## src/rtl/pb_event_gen_pkg.sv

```systemverilog
// Shared pong button definitions: FSM state encoding and default repeat timing
// for the game clock.
package pb_event_gen_pkg;

    typedef enum logic [1:0] {
        IDLE   = 2'd0,
        DELAY  = 2'd1,
        REPEAT = 2'd2
    } state_t;

    localparam int DEF_REPEAT_DELAY = 8;
    localparam int DEF_REPEAT_RATE  = 4;

endpackage

```

## src/rtl/pb_event_gen.sv

```systemverilog
// Turns a debounced active-low button level into registered single-cycle
// press / release / auto-repeat pulses plus a held level.
module pb_event_gen
    import pb_event_gen_pkg::*;
#(
    parameter int REPEAT_DELAY = DEF_REPEAT_DELAY,
    parameter int REPEAT_RATE  = DEF_REPEAT_RATE,
    parameter int CNT_W        = 16
) (
    input  logic in_clk,
    input  logic rst_n,
    input  logic pb_in,
    output logic press_pulse,
    output logic release_pulse,
    output logic repeat_pulse,
    output logic held
);

    localparam logic [CNT_W-1:0] DELAY_TC = CNT_W'(REPEAT_DELAY - 1);
    localparam logic [CNT_W-1:0] RATE_TC  = CNT_W'(REPEAT_RATE - 1);

    state_t           state, state_nx;
    logic [CNT_W-1:0] cnt, cnt_nx;
    logic             pb_d;
    logic             fall, rise;
    logic             press_nx, release_nx, repeat_nx, held_nx;

    assign fall = pb_d & ~pb_in;
    assign rise = ~pb_d & pb_in;

    always_comb begin
        state_nx   = state;
        cnt_nx     = cnt;
        press_nx   = 1'b0;
        release_nx = 1'b0;
        repeat_nx  = 1'b0;
        case (state)
            IDLE: begin
                cnt_nx = '0;
                if (fall) begin
                    press_nx = 1'b1;
                    state_nx = DELAY;
                end
            end
            DELAY: begin
                // A release wins over a coincident terminal count.
                if (rise) begin
                    release_nx = 1'b1;
                    cnt_nx     = '0;
                    state_nx   = IDLE;
                end else if (cnt == DELAY_TC) begin
                    repeat_nx = 1'b1;
                    cnt_nx    = '0;
                    state_nx  = REPEAT;
                end else begin
                    cnt_nx = cnt + 1'b1;
                end
            end
            REPEAT: begin
                if (rise) begin
                    release_nx = 1'b1;
                    cnt_nx     = '0;
                    state_nx   = IDLE;
                end else if (cnt == RATE_TC) begin
                    repeat_nx = 1'b1;
                    cnt_nx    = '0;
                end else begin
                    cnt_nx = cnt + 1'b1;
                end
            end
            default: begin
                state_nx = IDLE;
                cnt_nx   = '0;
            end
        endcase
        held_nx = (state_nx != IDLE);
    end

    // pb_d resets high so a button already down at reset release reads as a press.
    always_ff @(posedge in_clk or negedge rst_n) begin
        if (!rst_n) begin
            state         <= IDLE;
            cnt           <= '0;
            pb_d          <= 1'b1;
            press_pulse   <= 1'b0;
            release_pulse <= 1'b0;
            repeat_pulse  <= 1'b0;
            held          <= 1'b0;
        end else begin
            state         <= state_nx;
            cnt           <= cnt_nx;
            pb_d          <= pb_in;
            press_pulse   <= press_nx;
            release_pulse <= release_nx;
            repeat_pulse  <= repeat_nx;
            held          <= held_nx;
        end
    end

endmodule

```

## config.mk

```make
export PLATFORM = sky130hd
export DESIGN_NAME = pb_event_gen
export DESIGN_NICKNAME = d
export VERILOG_FILES = /design/src/rtl/pb_event_gen_pkg.sv /design/src/rtl/pb_event_gen.sv
export SDC_FILE = /design/constraint.sdc
export NUM_CORES = 1
export LEC_CHECK = 0
export CORE_AREA = 5 5 70 56
export CTS_BUF_LIST = sky130_fd_sc_hd__clkbuf_4 sky130_fd_sc_hd__clkbuf_8 sky130_fd_sc_hd__clkbuf_16
export DETAILED_ROUTE_END_ITERATION = 10
export DIE_AREA = 0 0 75 61
export GPL_ROUTABILITY_DRIVEN = 0
export GPL_TIMING_DRIVEN = 0
export PLACE_DENSITY_LB_ADDON = 0.05
export SLEW_MARGIN = 20
export SYNTH_ARGS = -nofsm -noshare
export SYNTH_HDL_FRONTEND = slang
export SYNTH_SLANG_ARGS = --single-unit
```

## constraint.sdc

```tcl
create_clock -name in_clk -period 4.98 [get_ports in_clk]
set_input_delay 0.996 -clock in_clk [delete_from_list [all_inputs] [get_ports in_clk]]
set_output_delay 0.996 -clock in_clk [all_outputs]
set_load 0.01 [all_outputs]
```

==> results of run 1 <==
[metal layers]
layer | up-vias | GRT usage (%) | routed length (um)
met5 | - | 0 | 0
met4 | 0 | 2.28 | 19
met3 | 2 | 4.47 | 92
met2 | 10 | 17.6 | 964
met1 | 429 | 20.0 | 1470
li1 | 461 | - | -
[placed cells by master, fill, tap and decap left out, types with 2 or more instances in the layout]
cell type / n
a21oi_1: 7
a21oi_2: 10
buf_6: 2
clkbuf_8: 3
clkdlybuf4s50_1: 5
dfrtp_1: 22
ha_1: 5
inv_1: 6
nand2_1: 6
nand2b_1: 3
nand3_1: 6
nand4_1: 2
nor2_1: 9
nor3_1: 5
nor4_1: 4
nor4_4: 2
o2111ai_4: 2
o21a_1: 2
o21ai_0: 2
xnor2_1: 11
xor2_1: 2
[kinds of logic (layout without fill, tap and decap cells)]
kind of cell             after synthesis  after routing
flip-flops                            23             23
AO/OA/AOI/OAI                         30             30
AND/OR/NAND/NOR                       40             40
buffers and inverters                 10             20
XOR/XNOR                              13             13
adder cells (fa/ha/maj)                5              5
multiplexers                           1              1
[path summary, 6_finish.rpt]
path / from / endpoint / slack (ns) / depth (start not counted)
max in group asynchronous: rst_n / cnt[10] / 3.91 / 1
min in group asynchronous: rst_n / press_pulse / 0.70 / 1
setup / recovery: pb_in / state[0] / 2.75 / 4
setup reg to reg: cnt[3] / cnt[9] / 3.19 / 6
hold reg to reg: cnt[0] / cnt[0] / 0.50 / 1
hold / removal: cnt[0] / cnt[0] / 0.50 / 1
[sequential cells by signal, indices dropped and copies added (netlist names)]
register       flops
press_pulse        1
pb_d               1
held               1
repeat_pulse       1
cnt               16
release_pulse      1
state              2
[where the power goes]
group          switching, W  leakage (nW)  internal, W
sequential        0.0000109         0.312     0.000202
combinational     0.0000823         0.221    0.0000543
clock             0.0000584        0.0255    0.0000558
total              0.000152         0.559     0.000312
[metrics by stage]
step                area, um^2  hold slack (ns)  std cells  utilization, %  worst slack (ns)
CTS                       1510            0.502        172            47.4              2.79
global placement          1460            0.487        168            46.0              2.51
detailed placement        1460            0.491        168            46.0              2.52
global route              1500            0.536        172            47.3              2.66
finish                    1500            0.496        172            47.3              2.75
floorplan                 1350            0.449        122               -              3.20
[layout make-up]
cell class	instances	area, um^2
Buffer	4	46.3
Multi-Input combinational cell	89	704
Clock buffer	3	41.3
Timing Repair Buffer	6	55.1
Clock inverter	1	5.00
Fill cell	296	1670
Sequential cell	23	577
Inverter	6	22.5
Tap cell	40	50.0
[critical path, delay by kind of cell]
kind	cells	cell delay (ns)
AO/OA/AOI/OAI	1	0.49
buffers and inverters	1	0.54
AND/OR/NAND/NOR	2	0.33
[synth_stat cells (all sizes together) (2+ instances only)]
| master | count |
|---|---|
| nand4 | 4 |
| a21oi | 17 |
| dfrtp | 22 |
| buf | 3 |
| nor4 | 6 |
| nor3 | 5 |
| o2111ai | 2 |
| xor2 | 2 |
| o21a | 2 |
| nand2b | 3 |
| o21ai | 2 |
| nand3 | 6 |
| xnor2 | 11 |
| nand2 | 6 |
| inv | 6 |
| nor2 | 9 |
| ha | 5 |
==> impl_metrics.yaml, run 1 <==
cts:
  clockBufferDepth: 2
  clock_latency_ns: 0.27
  numCtsBuffers: 3
  cts.sinks: 23
  cts-root-buf: "clkbuf_8"
  post_cts_resized: 0
  htreeDepth: 1
  clk_pin_slew_ns: 0.07
  cts_hold_buf: 0
  cts_setup_buffers: 0
  cts_tree: "done"
logic_synthesis:
  synth_area_leaders: "dfrtp_1 41%, xnor2_1 7.1%, a21oi_2 6.5%"
  syn_avg_cell_area_um2: 11.1
  synth_flop_cell: "dfrtp_1"
  synthAdderAreaFrac_pct: 4.63
  synth-simple-area-share_pct: 18.7
  synth_top_cell_by_area: "dfrtp_1"
  yosysUniqueCellTypes: 33
  synth_compound_area_share_pct: 19.6
  synth-xor-area-share_pct: 8.43
  synth_top_area_share_pct: 40.8
  synth_edf_count: 0
  muxShareOfSynthArea_pct: 0.741
  syn_area_um2: 1350
  ys_ff_latch: 23
  syn-num-nets: 130
  synth_top_family_by_area: "compound AO/OA/AOI/OAI gates"
  async_flop_share_pct: 100
  synthCells: 122
  seq_area_frac_synth_pct: 42.7
  ys_warn_count: 0
timing:
  hold_violations: 0
  clock_skew_ns: 0.0109
  period_needed_ns: 2.23
  finalSetupTns_ns: 0
  fin_crit_sh_pct: 44.7
  worstMarginPinSlew_ns: 0.535
  setup_viol: 0
  max_freq_ghz: 0.449
  final_max_slew_viol_count: 0
  relSlewSlack_pct: 64.4
  rsz0062_at_grt: "false"
flow_run:
  max_cap_violations: 0
detailed_routing:
  ant_nets: 0
  routed_via_density: 5.24
  num_vias: 902
  drc: 0
  wl_per_cell_um: 14.8
  dr.pass1.iters: 4
  wirelength_um: 2540
  drt_iter0_markers: 43
final_layout:
  fin_nets: 141
  area_growth_syn_to_layout_pct: 11.2
  layout-drive-gt1-share_pct: 19.7
  antenna-diode-count: 0
status:
  outcome: "completed"
die:
  die_x_um: 75
  die-area_um2: 4580
  num_rows: 18
  ios: 7
  coreArea_um2: 3180
  start_util_pct: 42.5
  die_height_um: 61
global_route:
  grtUsageTotal_pct: 13.0
  grt_pass1_wl_um: 4440
  grt_max_degree: 24
  antenna_found_initial: 0
  grt_pass1_vias: 892
  gr-total-overflow: 0
worst_setup_path:
  startpoint_type: "input port"
  crit_path_end_kind: "flip-flop"
  required_ns: 5.11
  critPathKind: "in2reg"
  arrival_ns: 2.36
  crit_slowest_cell: "clkdlybuf4s50_1"
  path_max_fanout: 6
  path_cells: "clkdlybuf4s50_1, nand2b_1, a2111oi_0, nor2_1"
  slowest_delay_ns: 0.54
power:
  p_leak_nw: 0.559
  vdd_drop_max_mv: 0.181
  power.density_nw_per_um2: 309
  power.total_w: 0.000464
placement:
  dpl.hpwl_um: 1780
  portBuffers: 6
hold_path:
  hold_class: "reg2reg"
No activity file was read; power rests on OpenSTA's default activity.
==> run 2: changes to the inputs <==
==> constraint.sdc (replaced) <==
create_clock -name in_clk -period 1.9 [get_ports in_clk]
set_input_delay 0.38 -clock in_clk [delete_from_list [all_inputs] [get_ports in_clk]]
set_output_delay 0.38 -clock in_clk [all_outputs]
set_load 0.01 [all_outputs]
==> run 2 against run 1 <==
Net effect: register-to-register slack got worse by 3.1 ns; first-iteration DRC count rose by 7.0%; sequential cell count is the same; design area increased by 0.50%; clock skew about the same; routed wire length barely moved; sequential power increased to 2.6 times the previous value; power rose to 2.6 times the previous value.
==> impl_metrics.yaml, run 2 (same netlist as run 1, synthesis figures left out) <==
power:
  power.total_w: 0.00123
  power.density_nw_per_um2: 813
  vdd_drop_max_mv: 0.474
  p_leak_nw: 0.563
worst_setup_path:
  critPathKind: "reg2reg"
  r2r-start: "cnt[3]"
  required_ns: 2.05
  path_max_fanout: 10
  arrival_ns: 1.93
  cp.buffers_inverters: 2
  startpoint_type: "flip-flop"
  crit_path_end_kind: "flip-flop"
  reg2reg_depth: 6
  crit_slowest_cell: "dfrtp_1"
  crit_family: "simple AND/OR/NAND/NOR gates"
  r2r_end: "cnt[9]"
  path_cells: "buf_6, nor4_4, nand4_4, o2111ai_4, buf_12, a21oi_2"
  slowest_delay_ns: 0.38
  regToRegSetupSlack_ns: 0.12
cts:
  clk_pin_slew_ns: 0.08
  htreeDepth: 1
  post_cts_resized: 0
  clockBufferDepth: 2
  numCtsBuffers: 3
  cts.sinks: 23
  cts_tree: "done"
  clock_latency_ns: 0.27
  cts-root-buf: "clkbuf_8"
global_route:
  met3_usage_pct: 4.47
  use_met1_pct: 20.0
  grt_pass1_vias: 892
  grt_max_degree: 24
  gr-total-overflow: 0
  antenna_found_initial: 0
  grt_pass1_wl_um: 4440
  grtUsageTotal_pct: 13.0
  grt.busiest_layer: "met1"
  use_met2_pct: 17.6
final_layout:
  layout-drive-gt1-share_pct: 20.3
  utilization_pct: 47.5
  stdcell_count: 173
  mostFrequentLayoutCells: "22 x dfrtp_1, 11 x xnor2_1, 10 x a21oi_2, 9 x nor2_1, 7 x a21oi_1"
  fin_nets: 142
  reg_top3: "cnt: 16 flops, state: 2 flops"
  area_growth_syn_to_layout_pct: 11.8
  largest_reg_flops: 16
  fill_cells: 297
  regArea_um2: 577
  final_common_cell: "dfrtp_1"
  top_register: "cnt"
  antenna-diode-count: 0
  multiInputGateArea_um2: 704
die:
  start_util_pct: 42.5
  ios: 7
  coreArea_um2: 3180
  num_rows: 18
  die_height_um: 61
  die-area_um2: 4580
  die_x_um: 75
placement:
  portBuffers: 6
  placed_cells: 168
  dpl.hpwl_um: 1780
detailed_routing:
  num_vias: 898
  wirelength_um: 2540
  wl_per_cell_um: 14.7
  routed_via_density: 5.19
  ant_nets: 0
  dr.pass1.iters: 5
  drc: 0
  drt_iter0_markers: 46
timing:
  hold_violations: 0
  setup_viol: 0
  rsz0062_at_grt: "false"
  worstMarginPinSlew_ns: 0.532
  fin_crit_sh_pct: 93.8
  period_needed_ns: 1.78
  clock_skew_ns: 0.0106
  final_max_slew_viol_count: 0
  finalSetupTns_ns: 0
  max_freq_ghz: 0.561
  relSlewSlack_pct: 64.5
flow_run:
  max_cap_violations: 0
hold_path:
  hold_class: "in2async"
status:
  outcome: "completed"
-- run 2: final cells by class --
| type | count | share of cell area, % |
|---|---|---|
| buffer | 4 | 3.07 |
| clock buffer | 3 | 2.74 |
| clock inverter | 1 | 0.332 |
| inverter | 6 | 1.49 |
| multi-input combinational | 89 | 46.7 |
| sequential | 23 | 38.2 |
| tap | 40 | 3.32 |
| timing repair buffer | 7 | 4.15 |
-- run 2: through the flow --
stage	setup slack, ns	cell area (um^2)	hold slack [ns]
4_1_cts	0.0936	1510	0.502
3_5_place_dp	0.0586	1460	0.491
6_report	0.118	1510	0.0791
2_1_floorplan	0.285	1350	0.0844
5_1_grt	0.00765	1510	0.123
3_3_place_gp	0.0434	1460	0.487
-- run 2: repair_timing --
| action | 4_1_cts | 5_1_grt |
|---|---|---|
| buffers inserted | 0 | 1 |
| hold buffers | 0 | 0 |
| endpoints found under the setup margin | 0 | 2 |
-- run 2: worst max path at each step --
stage | startpoint | end | slack (ns) | cells past startpoint
3_5_place_dp | pb_in | state[0] | 0.06 | 4
3_3_place_gp | pb_in | state[0] | 0.04 | 4
2_1_floorplan | cnt[3] | cnt[12] | 0.28 | 6
6_report | cnt[3] | cnt[9] | 0.12 | 6
4_1_cts | cnt[3] | cnt[9] | 0.09 | 6
5_1_grt | cnt[3] | cnt[12] | 0.008 | 6
-- run 2: where the power goes --
part	internal [W]	switching [W]	total, W
Combinational	0.000151	0.000218	0.000369
Clock	0.000146	0.000153	0.000299
Sequential	0.000529	0.0000285	0.000558
-- run 2: metal layers --
metal	part of all wire, %	routed length [um]
met3	3.3	84
met2	38	959
met4	0.75	19
met5	0	0
met1	58	1480
==> RTL change 1, RTL diff (config.mk and constraints of run 2) <==
Reset style: synchronous (`rst_n`), changed in one clocked block.
--- a/src/rtl/pb_event_gen.sv
+++ b/src/rtl/pb_event_gen.sv
@@ -77,7 +77,7 @@
     end
 
     // pb_d resets high so a button already down at reset release reads as a press.
-    always_ff @(posedge in_clk or negedge rst_n) begin
+    always_ff @(posedge in_clk) begin
         if (!rst_n) begin
             state         <= IDLE;
             cnt           <= '0;
Check against the original RTL: differs if rst_n is asserted again (counterexample within 4 cycles, from zero or initial values and one cycle with rst_n low); with rst_n held inactive, the same outputs for 10 cycles.
==> RTL change 1 against run 2 <==
  * Worst setup slack improved by 120 ps
  * Critical path depth did not move
  * Synthesized area down 15%
  * Final cell count increased by 1.2%
  * Design area decreased by 12%
  * Die area unchanged
  * Via count shrank 1.0%
  * Count of clock-buffer cells in the layout did not move
  * Wire length decreased by 13%
  * Sequential cell count is the same
  * Synthesized cell count is 0.82% higher
Power is not compared: it rests on default switching activity, and its combinational part moved more than twofold at a synthesized area within 25%.
==> RTL change 1: results (changes against run 2) <==
metric	value	unit	change
post-synthesis compound-gate area fraction	6.75	%	-13 points
FF+latch count	23		unchanged
ClkCell Share	3.50	%	+0.44 points
Crit path largest cell delay	350	ps	-30 ps
met1 wire length	1.29	mm	-13%
Worst Setup SP	cnt[0]		
layout cell share with drive strength beyond 1	12.6	%	-7.7 points
hpwl dp	1.56	mm	-12%
DRT Pass-1 Iters	4		-1
fillers	320		+7.7%
Layout Skew	2.41	ps	-8.23 ps
most common library cells after synthesis	dfxtp_1 (23), nor2_1 (20), xnor2_1 (12)		
sequential share of the synthesized area	40.0	%	-2.7 points
Finished Layout Cells	175		+1.2%
met3 WL	88	um	+4.8%
mux contribution to synthesized area	0.871	%	+0.13 points
met3 global-route usage	3.48	%	-0.99 points
critical path arrival	1830	ps	-100 ps
Mapped Nets	131		+0.77%
Critical-path top delay cell	dfxtp_1		
Non-CTS buffers	12		+1
synthesized instance count	123		+0.82%
DRT iter0 DRCs	56		+22%
largest net degree at the start of global routing	14		-42%
ys async rst share	0	%	-100 points
WL final	2.22	mm	-13%
# nets final	144		+1.4%
status	finished clean		
==> RTL change 1: changes by cell type in the layout (fill, tap and decap cells not counted), moves of 2 or more <==
cell	before	now
a21oi_1	7	1
a21oi_2	10	0
and4_1	0	2
dfrtp_1	22	0
dfxtp_1	0	23
nand4_1	2	4
nor2_1	9	20
nor2b_1	0	2
nor3_1	5	3
o2111ai_4	2	0
o21a_1	2	0
==> RTL change 1: metrics by stage <==
step	power [mW]	worst slack (ps)
2_1_floorplan	0.547	347
3_3_place_gp	0.571	-48.6
3_5_place_dp	0.571	-63.4
4_1_cts	0.877	88.9
5_1_grt	0.907	129
6_report	0.866	234
==> RTL change 1: how the worst min path moves through the flow <==
stage | slack, ps | cells after the start | to | start
floorplan | 420 | 1 | cnt[0] | cnt[0]
global placement | 430 | 1 | cnt[0] | cnt[0]
detailed placement | 440 | 1 | cnt[0] | cnt[0]
CTS | 450 | 1 | cnt[0] | cnt[0]
global route | 480 | 1 | cnt[0] | cnt[0]
finish | 450 | 1 | cnt[0] | cnt[0]
==> RTL change 2, RTL diff (settings of run 2) <==
Made on the original files. The parameter `CNT_W` goes from 16 to 24.
--- a/src/rtl/pb_event_gen.sv
+++ b/src/rtl/pb_event_gen.sv
@@ -5,7 +5,7 @@
 #(
     parameter int REPEAT_DELAY = DEF_REPEAT_DELAY,
     parameter int REPEAT_RATE  = DEF_REPEAT_RATE,
-    parameter int CNT_W        = 16
+    parameter int CNT_W        = 24
 ) (
     input  logic in_clk,
     input  logic rst_n,
Formal check against the unedited RTL: same outputs for any inputs over 10 cycles, from zero or initial values and one cycle with rst_n low; that may be too few to reach the edited logic, so the function may still have changed.
==> RTL change 2 against run 2 <==
  * Design area increased by 34%
  * Wire length increased by 46%
  * Clock skew increased by 3.9 ps
  * Non-clock buffer count increased by 16
  * Worst setup slack got worse by 110 ps
  * Sequential share of layout area increased by 0.40 points
  * Die area unchanged
  * Sequential power increased by 33%
  * Sequential cell count increased by 8
  * Core utilization increased by 16 points
  * Total power increased by 38%
  * Synthesized area increased by 22%
  * First-iteration DRC count increased to 2.5 times the old value
  * Largest cell class unchanged
==> RTL change 2: results (changes against run 2) <==
metric	value	unit	change
CTS H-tree depth	2		+1
DRT Pass-1 Iters	4		-1
CTS Buf Count	5		+2
vias in the first global route	1278		+43%
fillers	247		-17%
top post-synthesis cells by area	dfrtp_1 (46%), xnor2_1 (5.3%), nor2_1 (5.0%)		
via/cell ratio	5.88		+13%
number of max-cap violations	0		unchanged
most common library cells after synthesis	dfrtp_1 (30), nor2_1 (22), a21oi_1 (13), nand2_1 (13), xnor2_1 (10)		
worst-case reg-to-reg path depth	4		-2
max-slew violation count	0		unchanged
GR Util All Layers	17.4	%	+4.4 points
reg-to-reg setup timing slack	4	ps	-110 ps
Rel. slew slack	55.1	%	-9.5 points
HP Class	primary input to asynchronous set/reset pin		
WHS	132	ps	+52.7 ps
Mapped Nets	183		+41%
Synth cell types	36		+9.1%
first-pass GRT wire length	5.94	mm	+34%
critical path arrival	2100	ps	+170 ps
Crit Reg-Reg Endpoint	cnt[23]		
largest net degree at the start of global routing	32		+33%
Reg-to-Reg Start	cnt[8]		
WL final	3.72	mm	+46%
# nets final	211		+49%
Top Registers	cnt (24), state (2)		
Pleak	0.782	nW	+39%
layout cell share with drive strength beyond 1	22.5	%	+2.2 points
sequential share of the synthesized area	47.4	%	+4.6 points
hpwl dp	2.34	mm	+32%
Layout Skew	14.5	ps	+3.89 ps
Power Internal	1.18	mW	+43%
Critical Path Fanout Max	5		-5
status	finished clean		
peak supply drop	0.000634	V	+34%
RTL change 2: changes by cell type after synthesis, moves of 5 or more:
cell | before | now
a21oi_1 | 7 | 13
a21oi_2 | 10 | 0
dfrtp_1 | 22 | 30
nand2_1 | 6 | 13
nor2_1 | 9 | 22
o21ai_0 | 2 | 8
o31ai_1 | 0 | 5
or3_1 | 0 | 6
or4_1 | 0 | 6
RTL change 2: per-stage QoR:
stage / TNS [ps] / cell area, um^2 / instances / total power, mW / worst slack [ps]
3_5_place_dp: -5200 / 1770 / 221 / 1.11 / -295
3_3_place_gp: -7150 / 1770 / 221 / 1.10 / -297
5_1_grt: -159 / 2020 / 244 / 1.79 / -48.8
4_1_cts: 0 / 1920 / 234 / 1.69 / 1.05
6_report: 0 / 2020 / 244 / 1.69 / 4.49
2_1_floorplan: 0 / 1660 / 175 / 0.983 / 28.3
RTL change 2: what timing repair did:
action / in CTS / in global routing
gates resized for setup: 7 / 11
endpoints found under the setup margin: 23 / 23
pin swaps: 6 / 5
hold endpoints to repair: 0 / 0
cloned: 0 / 0
setup buffers: 6 / 12
RTL change 2: kinds of logic after synthesis:
family	after synthesis	share of synthesized area [%]
buffers and inverters	14	3.89
flip-flops	31	47.4
AND/OR/NAND/NOR	79	25.6
adder cells (fa/ha/maj)	5	3.81
multiplexers	2	1.22
AO/OA/AOI/OAI	32	11.7
XOR/XNOR	12	6.41
RTL change 2: power by group through the flow:
stage	Combinational, mW	Clock, mW	Sequential, mW
2_1_floorplan	0.224	0	0.759
3_3_place_gp	0.346	0	0.753
3_5_place_dp	0.354	0	0.755
4_1_cts	0.406	0.545	0.741
5_1_grt	0.466	0.580	0.747
6_report	0.418	0.535	0.742
RTL change 2: worst max-delay path by stage:
stage,from,end,cells after the start
floorplan,cnt[0],cnt[18],6
global placement,pb_in,cnt[4],6
detailed placement,pb_in,cnt[9],6
CTS,cnt[9],cnt[23],4
global route,cnt[8],cnt[23],4
finish,cnt[8],cnt[23],4
RTL change 2: worst max-delay path, stage by stage, from the launching register on:
cell,delay [ps]
dfrtp_1,420
nand4_1,180
or4_4,550
or4_1,510
a21oi_2,150
RTL change 2: layout make-up:
cell class	count	area (um^2)	share of cell area (%)
timing repair buffer	24	190	9.42
clock buffer	8	91.3	4.53
inverter	8	30.0	1.49
sequential	31	779	38.6
multi-input combinational	130	851	42.2
tap	40	50.0	2.48
buffer	3	26.3	1.30
RTL change 2: layer usage:
layer | track usage [%] | wire length, um | vias to the layer above
li1 | - | - | 687
met2 | 28.7 | 1730 | 56
met5 | 0 | 0 | -
met3 | 4.47 | 285 | 10
met1 | 23.1 | 1660 | 682
met4 | 3.81 | 51 | 0
